[src/rtl/perf_counter_sampler.sv]
// perf_counter_sampler: io_bus initiator that programs counter event selects,
// then sweeps all counters every SAMPLE_INTERVAL cycles and queues delta records.
//
// Ports:
//   clk, reset          - clock, synchronous active-high reset
//   cfg_enable          - high: program then sample; low: stop at next interval check
//   cfg_event_sel       - per-counter event selects, counter i at [i*EVENT_IDX_WIDTH +: EVENT_IDX_WIDTH]
//   io_bus_*            - master side: write_en, read_en, address, write_data out;
//                         read_data in (valid the cycle after read_en)
//   sample_valid/ready  - record FIFO head handshake
//   sample_seq/idx/delta- head record fields (0 when empty)
//   overrun_count       - dropped sweeps, saturating
//   busy                - high whenever not IDLE
module perf_counter_sampler #(
    parameter logic [31:0] BASE_ADDRESS    = 32'h0,
    parameter int          NUM_COUNTERS    = 4,
    parameter int          EVENT_IDX_WIDTH = 4,
    parameter int          SAMPLE_INTERVAL = 1024,
    parameter int          FIFO_DEPTH      = 8
) (
    input  logic                                      clk,
    input  logic                                      reset,
    input  logic                                      cfg_enable,
    input  logic [NUM_COUNTERS*EVENT_IDX_WIDTH-1:0]   cfg_event_sel,
    output logic                                      io_bus_write_en,
    output logic                                      io_bus_read_en,
    output logic [31:0]                               io_bus_address,
    output logic [31:0]                               io_bus_write_data,
    input  logic [31:0]                               io_bus_read_data,
    output logic                                      sample_valid,
    input  logic                                      sample_ready,
    output logic [7:0]                                sample_seq,
    output logic [$clog2(NUM_COUNTERS)-1:0]           sample_idx,
    output logic [31:0]                               sample_delta,
    output logic [15:0]                               overrun_count,
    output logic                                      busy
);

    localparam int IDX_W = $clog2(NUM_COUNTERS);
    localparam int STP_W = IDX_W + 1;
    localparam int PTR_W = $clog2(FIFO_DEPTH);
    localparam int CNT_W = PTR_W + 1;
    localparam int TMR_W = $clog2(SAMPLE_INTERVAL);
    localparam int REC_W = 8 + IDX_W + 32;

    localparam logic [TMR_W-1:0] TMR_RELOAD = TMR_W'(SAMPLE_INTERVAL - 1);
    localparam logic [STP_W-1:0] STP_LAST   = STP_W'(NUM_COUNTERS - 1);
    localparam logic [STP_W-1:0] STP_END    = STP_W'(NUM_COUNTERS);
    localparam logic [CNT_W-1:0] ADMIT_MAX  = CNT_W'(FIFO_DEPTH - NUM_COUNTERS);

    localparam logic [2:0] S_IDLE    = 3'd0;
    localparam logic [2:0] S_PROGRAM = 3'd1;
    localparam logic [2:0] S_PRIME   = 3'd2;
    localparam logic [2:0] S_WAIT    = 3'd3;
    localparam logic [2:0] S_SWEEP   = 3'd4;
    localparam logic [2:0] S_DRAIN   = 3'd5;

    logic [2:0]       state_q,   state_d;
    logic [STP_W-1:0] step_q,    step_d;
    logic [TMR_W-1:0] timer_q,   timer_d;
    logic [7:0]       seq_q,     seq_d;
    logic [15:0]      overrun_q, overrun_d;
    logic [31:0]      prev_q [NUM_COUNTERS];
    logic [31:0]      prev_d [NUM_COUNTERS];
    logic [PTR_W-1:0] wr_ptr_q,  wr_ptr_d;
    logic [PTR_W-1:0] rd_ptr_q,  rd_ptr_d;
    logic [CNT_W-1:0] count_q,   count_d;

    logic [REC_W-1:0] fifo_mem [FIFO_DEPTH];
    logic [REC_W-1:0] push_rec;
    logic [REC_W-1:0] head_rec;

    logic                       push;
    logic                       pop;
    logic                       capture;
    logic [IDX_W-1:0]           cap_idx;
    logic [31:0]                cap_delta;
    logic [EVENT_IDX_WIDTH-1:0] cur_sel;
    logic                       reading;

    // Event select for the counter currently being programmed.
    always_comb begin
        cur_sel = '0;
        for (int i = 0; i < NUM_COUNTERS; i++) begin
            if (step_q == STP_W'(i)) begin
                cur_sel = cfg_event_sel[i*EVENT_IDX_WIDTH +: EVENT_IDX_WIDTH];
            end
        end
    end

    // Read data arrives one cycle after its read, so the capture lags the
    // issue step by one; DRAIN and the final PRIME step catch the last counter.
    always_comb begin
        reading = (state_q == S_PRIME || state_q == S_SWEEP) && (step_q < STP_END);
        capture = ((state_q == S_PRIME || state_q == S_SWEEP) && (step_q != '0))
                  || (state_q == S_DRAIN);
        if (state_q == S_DRAIN) begin
            cap_idx = IDX_W'(NUM_COUNTERS - 1);
        end else begin
            cap_idx = IDX_W'(step_q - STP_W'(1));
        end
        cap_delta = io_bus_read_data - prev_q[cap_idx];
        push      = capture && (state_q != S_PRIME);
        push_rec  = {seq_q, cap_idx, cap_delta};
    end

    always_comb begin
        state_d   = state_q;
        step_d    = step_q;
        timer_d   = timer_q;
        seq_d     = seq_q;
        overrun_d = overrun_q;
        prev_d    = prev_q;

        io_bus_write_en   = 1'b0;
        io_bus_read_en    = 1'b0;
        io_bus_address    = '0;
        io_bus_write_data = '0;

        // Interval timer free-runs once programming is done.
        if (state_q != S_IDLE && state_q != S_PROGRAM) begin
            timer_d = (timer_q == '0) ? TMR_RELOAD : timer_q - TMR_W'(1);
        end

        if (reading) begin
            io_bus_read_en = 1'b1;
            io_bus_address = BASE_ADDRESS
                             + ((32'(NUM_COUNTERS) + 32'(step_q)) << 2);
        end

        if (capture) begin
            prev_d[cap_idx] = io_bus_read_data;
        end

        case (state_q)
            S_IDLE: begin
                if (cfg_enable) begin
                    state_d = S_PROGRAM;
                    step_d  = '0;
                end
            end
            S_PROGRAM: begin
                io_bus_write_en   = 1'b1;
                io_bus_address    = BASE_ADDRESS + (32'(step_q) << 2);
                io_bus_write_data = 32'(cur_sel);
                if (step_q == STP_LAST) begin
                    state_d = S_PRIME;
                    step_d  = '0;
                    timer_d = TMR_RELOAD;
                end else begin
                    step_d = step_q + STP_W'(1);
                end
            end
            S_PRIME: begin
                if (step_q == STP_END) begin
                    state_d = S_WAIT;
                    step_d  = '0;
                end else begin
                    step_d = step_q + STP_W'(1);
                end
            end
            S_WAIT: begin
                if (timer_q == '0) begin
                    if (!cfg_enable) begin
                        state_d = S_IDLE;
                    end else if (count_q <= ADMIT_MAX) begin
                        state_d = S_SWEEP;
                        step_d  = '0;
                    end else if (overrun_q != 16'hFFFF) begin
                        overrun_d = overrun_q + 16'd1;
                    end
                end
            end
            S_SWEEP: begin
                if (step_q == STP_LAST) begin
                    state_d = S_DRAIN;
                end
                step_d = step_q + STP_W'(1);
            end
            S_DRAIN: begin
                state_d = S_WAIT;
                step_d  = '0;
                seq_d   = seq_q + 8'd1;
            end
            default: begin
                state_d = S_IDLE;
            end
        endcase
    end

    // Admission leaves room for a whole sweep, so push never meets a full FIFO.
    always_comb begin
        pop      = (count_q != '0) && sample_ready;
        wr_ptr_d = push ? wr_ptr_q + PTR_W'(1) : wr_ptr_q;
        rd_ptr_d = pop  ? rd_ptr_q + PTR_W'(1) : rd_ptr_q;
        count_d  = count_q;
        if (push && !pop) begin
            count_d = count_q + CNT_W'(1);
        end else if (!push && pop) begin
            count_d = count_q - CNT_W'(1);
        end
    end

    always_ff @(posedge clk) begin
        if (reset) begin
            state_q   <= S_IDLE;
            step_q    <= '0;
            timer_q   <= '0;
            seq_q     <= '0;
            overrun_q <= '0;
            wr_ptr_q  <= '0;
            rd_ptr_q  <= '0;
            count_q   <= '0;
            for (int i = 0; i < NUM_COUNTERS; i++) begin
                prev_q[i] <= '0;
            end
        end else begin
            state_q   <= state_d;
            step_q    <= step_d;
            timer_q   <= timer_d;
            seq_q     <= seq_d;
            overrun_q <= overrun_d;
            wr_ptr_q  <= wr_ptr_d;
            rd_ptr_q  <= rd_ptr_d;
            count_q   <= count_d;
            prev_q    <= prev_d;
        end
    end

    always_ff @(posedge clk) begin
        if (push) begin
            fifo_mem[wr_ptr_q] <= push_rec;
        end
    end

    always_comb begin
        head_rec      = fifo_mem[rd_ptr_q];
        sample_valid  = (count_q != '0);
        sample_seq    = '0;
        sample_idx    = '0;
        sample_delta  = '0;
        if (sample_valid) begin
            {sample_seq, sample_idx, sample_delta} = head_rec;
        end
        overrun_count = overrun_q;
        busy          = (state_q != S_IDLE);
    end

endmodule

[config.mk]
export PLATFORM = sky130hd
export DESIGN_NAME = perf_counter_sampler
export DESIGN_NICKNAME = d
export VERILOG_FILES = /design/src/rtl/perf_counter_sampler.sv
export SDC_FILE = /design/constraint.sdc
export NUM_CORES = 1
export LEC_CHECK = 0
export BUFFER_PORTS_ARGS = -buffer_cell sky130_fd_sc_hd__buf_2
export CAP_MARGIN = 20
export CELL_PAD_IN_SITES_DETAIL_PLACEMENT = 0
export CELL_PAD_IN_SITES_GLOBAL_PLACEMENT = 2
export CORE_ASPECT_RATIO = 1.5
export CORE_MARGIN = 4
export CORE_UTILIZATION = 41
export DETAILED_ROUTE_END_ITERATION = 8
export PLACE_DENSITY_LB_ADDON = 0.1
export SLEW_MARGIN = 20
export SYNTH_ARGS = -nofsm -noshare
export SYNTH_HDL_FRONTEND = slang
export SYNTH_SLANG_ARGS = --single-unit
[constraint.sdc]
create_clock -name clk -period 6.3 [get_ports clk]
set_input_delay 1.26 -clock clk [delete_from_list [all_inputs] [get_ports clk]]
set_output_delay 1.26 -clock clk [all_outputs]
set_load 0.02 [all_outputs]
==> impl_metrics.prom <==
# TYPE chip_impl_metric gauge
chip_impl_metric{name="clk_path_buf_depth",unit=""} 3
chip_impl_info{name="synth_ff_type",value="edfxtp_1"} 1
chip_impl_metric{name="p_leak",unit="nW"} 8.50
chip_impl_metric{name="wl_per_cell",unit="µm"} 20.6
chip_impl_metric{name="firstDrtPassIters",unit=""} 5
chip_impl_metric{name="power-per-cell-area",unit="nW/µm²"} 523
chip_impl_info{name="synthTopCellsByArea",value="edfxtp_1 (45%), dfxtp_1 (16%), mux4_2 (8.4%), nand2_1 (5.3%), a21oi_1 (4.6%)"} 1
chip_impl_metric{name="multiInputGateArea",unit="µm²"} 8250
chip_impl_metric{name="post_cts_resized",unit=""} 0
chip_impl_metric{name="first_global_vias",unit=""} 14300
chip_impl_metric{name="vias",unit=""} 14200
chip_impl_metric{name="dp_hpwl",unit="µm"} 35200
chip_impl_metric{name="area_growth_syn_to_layout",unit="%"} 12.4
chip_impl_metric{name="stdcell_count",unit=""} 2684
chip_impl_metric{name="gpl.final_weighted_congestion",unit=""} 0.779
chip_impl_metric{name="hold_viol_final",unit=""} 0
chip_impl_metric{name="final.fill_count",unit=""} 5038
chip_impl_info{name="cts_tree",value="built"} 1
chip_impl_info{name="top_layer_used",value="met4"} 1
chip_impl_metric{name="final_min_period_over_clock_period",unit=""} 0.808
chip_impl_metric{name="comb_power_share",unit=""} 0.394
chip_impl_metric{name="cap_violations",unit=""} 0
chip_impl_metric{name="finalClockSkew",unit="ns"} 0.0176
chip_impl_info{name="synth_most_common_cell",value="edfxtp_1"} 1
chip_impl_metric{name="cts_inserted_buffers",unit=""} 50
chip_impl_metric{name="ys_async_sr_fraction",unit=""} 0
chip_impl_metric{name="power.switching",unit="mW"} 4.88
chip_impl_info{name="worst_setup_path_start_kind",value="flop"} 1
chip_impl_info{name="rsz0062_at_grt",value="no"} 1
chip_impl_metric{name="cts_setup_buffers",unit=""} 0
chip_impl_metric{name="grt-ovfl-total",unit=""} 0
chip_impl_metric{name="synth.cell_area",unit="µm²"} 22600
chip_impl_metric{name="timing.fmax",unit="MHz"} 196
chip_impl_metric{name="worst-endpoint-required",unit="ns"} 6.69
chip_impl_metric{name="power_frac_seq",unit=""} 0.385
chip_impl_metric{name="worst-path-max-fanout",unit=""} 20
chip_impl_info{name="yosys-top-cells-count",value="edfxtp_1 (336), nand2_1 (321), a21oi_1 (209), dfxtp_1 (181), nor2_1 (144)"} 1
chip_impl_metric{name="synthesis_stage_register_bit_count",unit=""} 517
chip_impl_metric{name="clkSinkCount",unit=""} 517
chip_impl_metric{name="post_synth_num_cell_types",unit=""} 59
chip_impl_metric{name="place_area",unit="µm²"} 23800
chip_impl_metric{name="dr.first_iter.drc_count",unit=""} 877
chip_impl_metric{name="placeableCoreArea",unit="µm²"} 54700
chip_impl_metric{name="placed_cells",unit=""} 2592
chip_impl_metric{name="max-slew-margin-rel",unit=""} 0.304
chip_impl_metric{name="clock_pin_slew_reported_for_the_worst_setup_and_hold_paths_after_clock_tree_synthesis",unit="ns"} 0.07
chip_impl_metric{name="port_buffers",unit=""} 120
chip_impl_info{name="synth_top_cell_by_area",value="edfxtp_1"} 1
chip_impl_metric{name="die_w",unit="µm"} 200
chip_impl_metric{name="netlist.area_leader.share",unit=""} 0.447
chip_impl_metric{name="final_antenna_net_count",unit=""} 0
chip_impl_metric{name="worst_stage_delay_on_the_critical_path",unit="ns"} 0.61
chip_impl_metric{name="synth.yosys.warnings",unit=""} 0
chip_impl_metric{name="synth_enable_flop_cells",unit=""} 336
chip_impl_metric{name="post_synth.cell_area_avg",unit="µm²"} 12.2
chip_impl_metric{name="max_slew.worst_pin.slew",unit="ns"} 1.04
chip_impl_info{name="timing.critical_path.to_type",value="flop"} 1
chip_impl_metric{name="syn_inst",unit=""} 1852
chip_impl_metric{name="worst_hold_margin",unit="ns"} 0.452
chip_impl_metric{name="setup_viol",unit=""} 0
chip_impl_metric{name="register_area",unit="µm²"} 13700
chip_impl_metric{name="clock_power_share",unit=""} 0.221
chip_impl_metric{name="drt-vias-per-instance",unit=""} 5.30
chip_impl_metric{name="post_route_cells_drive_above_1_share",unit=""} 0.170
chip_impl_metric{name="netSwitchingFraction",unit=""} 0.368
chip_impl_metric{name="pin_count_of_the_biggest_net_entering_global_routing",unit=""} 117
chip_impl_metric{name="detail_route.wirelength.met1",unit="µm"} 24300
chip_impl_metric{name="dieArea",unit="µm²"} 58900
chip_impl_metric{name="drc_errors",unit=""} 0
chip_impl_metric{name="worst_ir_drop_vdd",unit="mV"} 0.216
chip_impl_metric{name="postCtsHoldBufs",unit=""} 0
chip_impl_metric{name="clk-insertion-delay-late",unit="ns"} 0.58
chip_impl_metric{name="h-tree-depth",unit=""} 2
chip_impl_metric{name="insertedDiodeCount",unit=""} 0
chip_impl_info{name="clock-root-buffer",value="clkbuf_16"} 1
chip_impl_metric{name="slew_viol_final",unit=""} 0
chip_impl_metric{name="row_count",unit=""} 105
chip_impl_metric{name="final_area",unit="µm²"} 25400
chip_impl_metric{name="arrival",unit="ns"} 5.48
chip_impl_metric{name="finalWorstPathRequiredPeriod",unit="ns"} 5.09
chip_impl_metric{name="total_power",unit="mW"} 13.3
chip_impl_metric{name="synth_seq_area_share",unit=""} 0.608
chip_impl_metric{name="power.internal",unit="mW"} 8.39
chip_impl_info{name="worstSetupPathType",value="reg -> reg"} 1
chip_impl_metric{name="grt.total_usage",unit=""} 0.186
chip_impl_info{name="critical_path_cell_by_cell",value="inv_1 -> or2_2 -> nand3_1 -> buf_4 -> o221a_2 -> ha_1 -> inv_1 -> fa_1 -> a21oi_1 -> o211ai_1 -> nand4_1 -> nand2_1 -> a31o_2 -> o31ai_2 -> o221ai_1 -> or4_1 -> nand3_1"} 1
chip_impl_info{name="outcome",value="finished, final reports clean"} 1
chip_impl_metric{name="nets",unit=""} 2048
chip_impl_metric{name="start_util",unit=""} 0.413
chip_impl_metric{name="met2RoutedLength",unit="µm"} 27800
chip_impl_info{name="critPathSlowestCell",value="dfxtp_1"} 1
chip_impl_metric{name="detail_route.wirelength",unit="µm"} 55200
chip_impl_info{name="worstHoldPathType",value="reg -> reg"} 1
chip_impl_metric{name="met3_wirelength",unit="µm"} 2250
chip_impl_metric{name="boundaryPins",unit=""} 178
chip_impl_metric{name="fin_setup_tns",unit="ns"} 0
chip_impl_metric{name="grt_pass1_wl",unit="µm"} 85600
chip_impl_metric{name="initial_antenna_violation_count",unit=""} 0
chip_impl_metric{name="fp.dieH",unit="µm"} 295
state kept, by name (all words and copies together) (netlist names), named ones only:
name and count:
count_q 4, rd_ptr_q 3, timer_q 10, fifo_mem 336
overrun_count 16, wr_ptr_q 3, state_q 3, seq_q 8
step_q 3, prev_q 128
through the flow:
stage | setup WS [ns] | utilization
3_5_place_dp | 1.21 | 0.435
4_1_cts | 1.17 | 0.464
6_report | 1.21 | 0.464
2_1_floorplan | 1.26 | -
3_3_place_gp | 1.36 | 0.434
5_1_grt | 0.851 | 0.464
area by class of cell:
type                       count  area share
inverter                      25     0.00370
sequential                   517       0.541
timing repair buffer         145      0.0326
clock inverter                24     0.00849
multi-input combinational   1210       0.325
tap                          695      0.0343
clock buffer                  68      0.0544
power groups by stage:
stage / Combinational [mW] / Sequential [mW] / Clock (mW)
after global placement: 5.18 / 5.18 / 0
final: 5.23 / 5.10 / 2.93
after detailed placement: 5.30 / 5.19 / 0
after global routing: 5.82 / 5.14 / 3.15
after CTS: 5.32 / 5.11 / 3.02
after floorplan: 3.78 / 5.04 / 0
kinds of logic (layout without fill, tap and decap cells):
kind of cell / after synthesis / in the layout / synth area share
adder cells (fa/ha/maj): 47 / 47 / 0.0267
other: 1 / 57 / 0.000166
buffers and inverters: 181 / 262 / 0.0396
flip-flops: 517 / 517 / 0.608
AND/OR/NAND/NOR: 560 / 560 / 0.104
AO/OA/AOI/OAI: 340 / 340 / 0.0868
multiplexers: 148 / 148 / 0.112
XOR/XNOR: 58 / 58 / 0.0225
final timing paths:
path,from,to,slack (ns),depth (start not counted)
worst min register to register,prev_q[54]$_SDFFE_PP0P_,prev_q[54]$_SDFFE_PP0P_,0.45,2
worst max-delay path,state_q[0]$_SDFFE_PP0P_,fifo_mem[4][30]$_DFFE_PP_,1.21,17
worst min-delay path,prev_q[54]$_SDFFE_PP0P_,prev_q[54]$_SDFFE_PP0P_,0.45,2
worst max register to register,state_q[0]$_SDFFE_PP0P_,fifo_mem[4][30]$_DFFE_PP_,1.21,17
worst max-delay path: cells and delay by family, from the launching register on:
| kind | cells | cell delay (ns) |
|---|---|---|
| buffers and inverters | 3 | 0.54 |
| AOI/OAI and AO/OA | 6 | 1.53 |
| DFF | 1 | 0.61 |
| adders and majority gates | 2 | 0.56 |
| and+or+nand+nor | 6 | 1.66 |
layout by cell type (no fill, tap or decap), types with 5 or more instances in the layout:
cell type | netlist | routed
buf_4 | 57 | 23
o21ai_0 | 29 | 29
a21oi_1 | 209 | 209
inv_1 | 25 | 25
clkbuf_8 | 0 | 6
edfxtp_1 | 336 | 336
mux2i_1 | 63 | 63
clkinv_1 | 0 | 10
clkbuf_16 | 0 | 50
nand3_1 | 21 | 21
xor2_1 | 24 | 24
a21o_1 | 15 | 15
or2_2 | 6 | 6
nor2_4 | 1 | 9
nor2_1 | 144 | 132
o21a_1 | 8 | 8
nor3_1 | 9 | 7
mux4_2 | 84 | 84
conb_1 | 1 | 57
dfxtp_1 | 181 | 178
a22oi_1 | 5 | 5
clkinv_2 | 0 | 7
a31oi_1 | 6 | 6
ha_1 | 45 | 45
o22ai_1 | 32 | 32
buf_2 | 0 | 119
and2_1 | 5 | 5
nor2b_1 | 7 | 7
or3_1 | 8 | 8
xnor2_1 | 34 | 34
clkbuf_1 | 80 | 11
nand2_1 | 321 | 321
nand2b_1 | 13 | 12
nand4_1 | 8 | 8
o221ai_1 | 16 | 16
layer usage:
metal,track usage,vias up
li1,-,6806
met1,0.255,7036
met2,0.322,308
met3,0.0225,65
met4,0.0383,0
met5,0,-
Power figures use the tool's default switching activity.
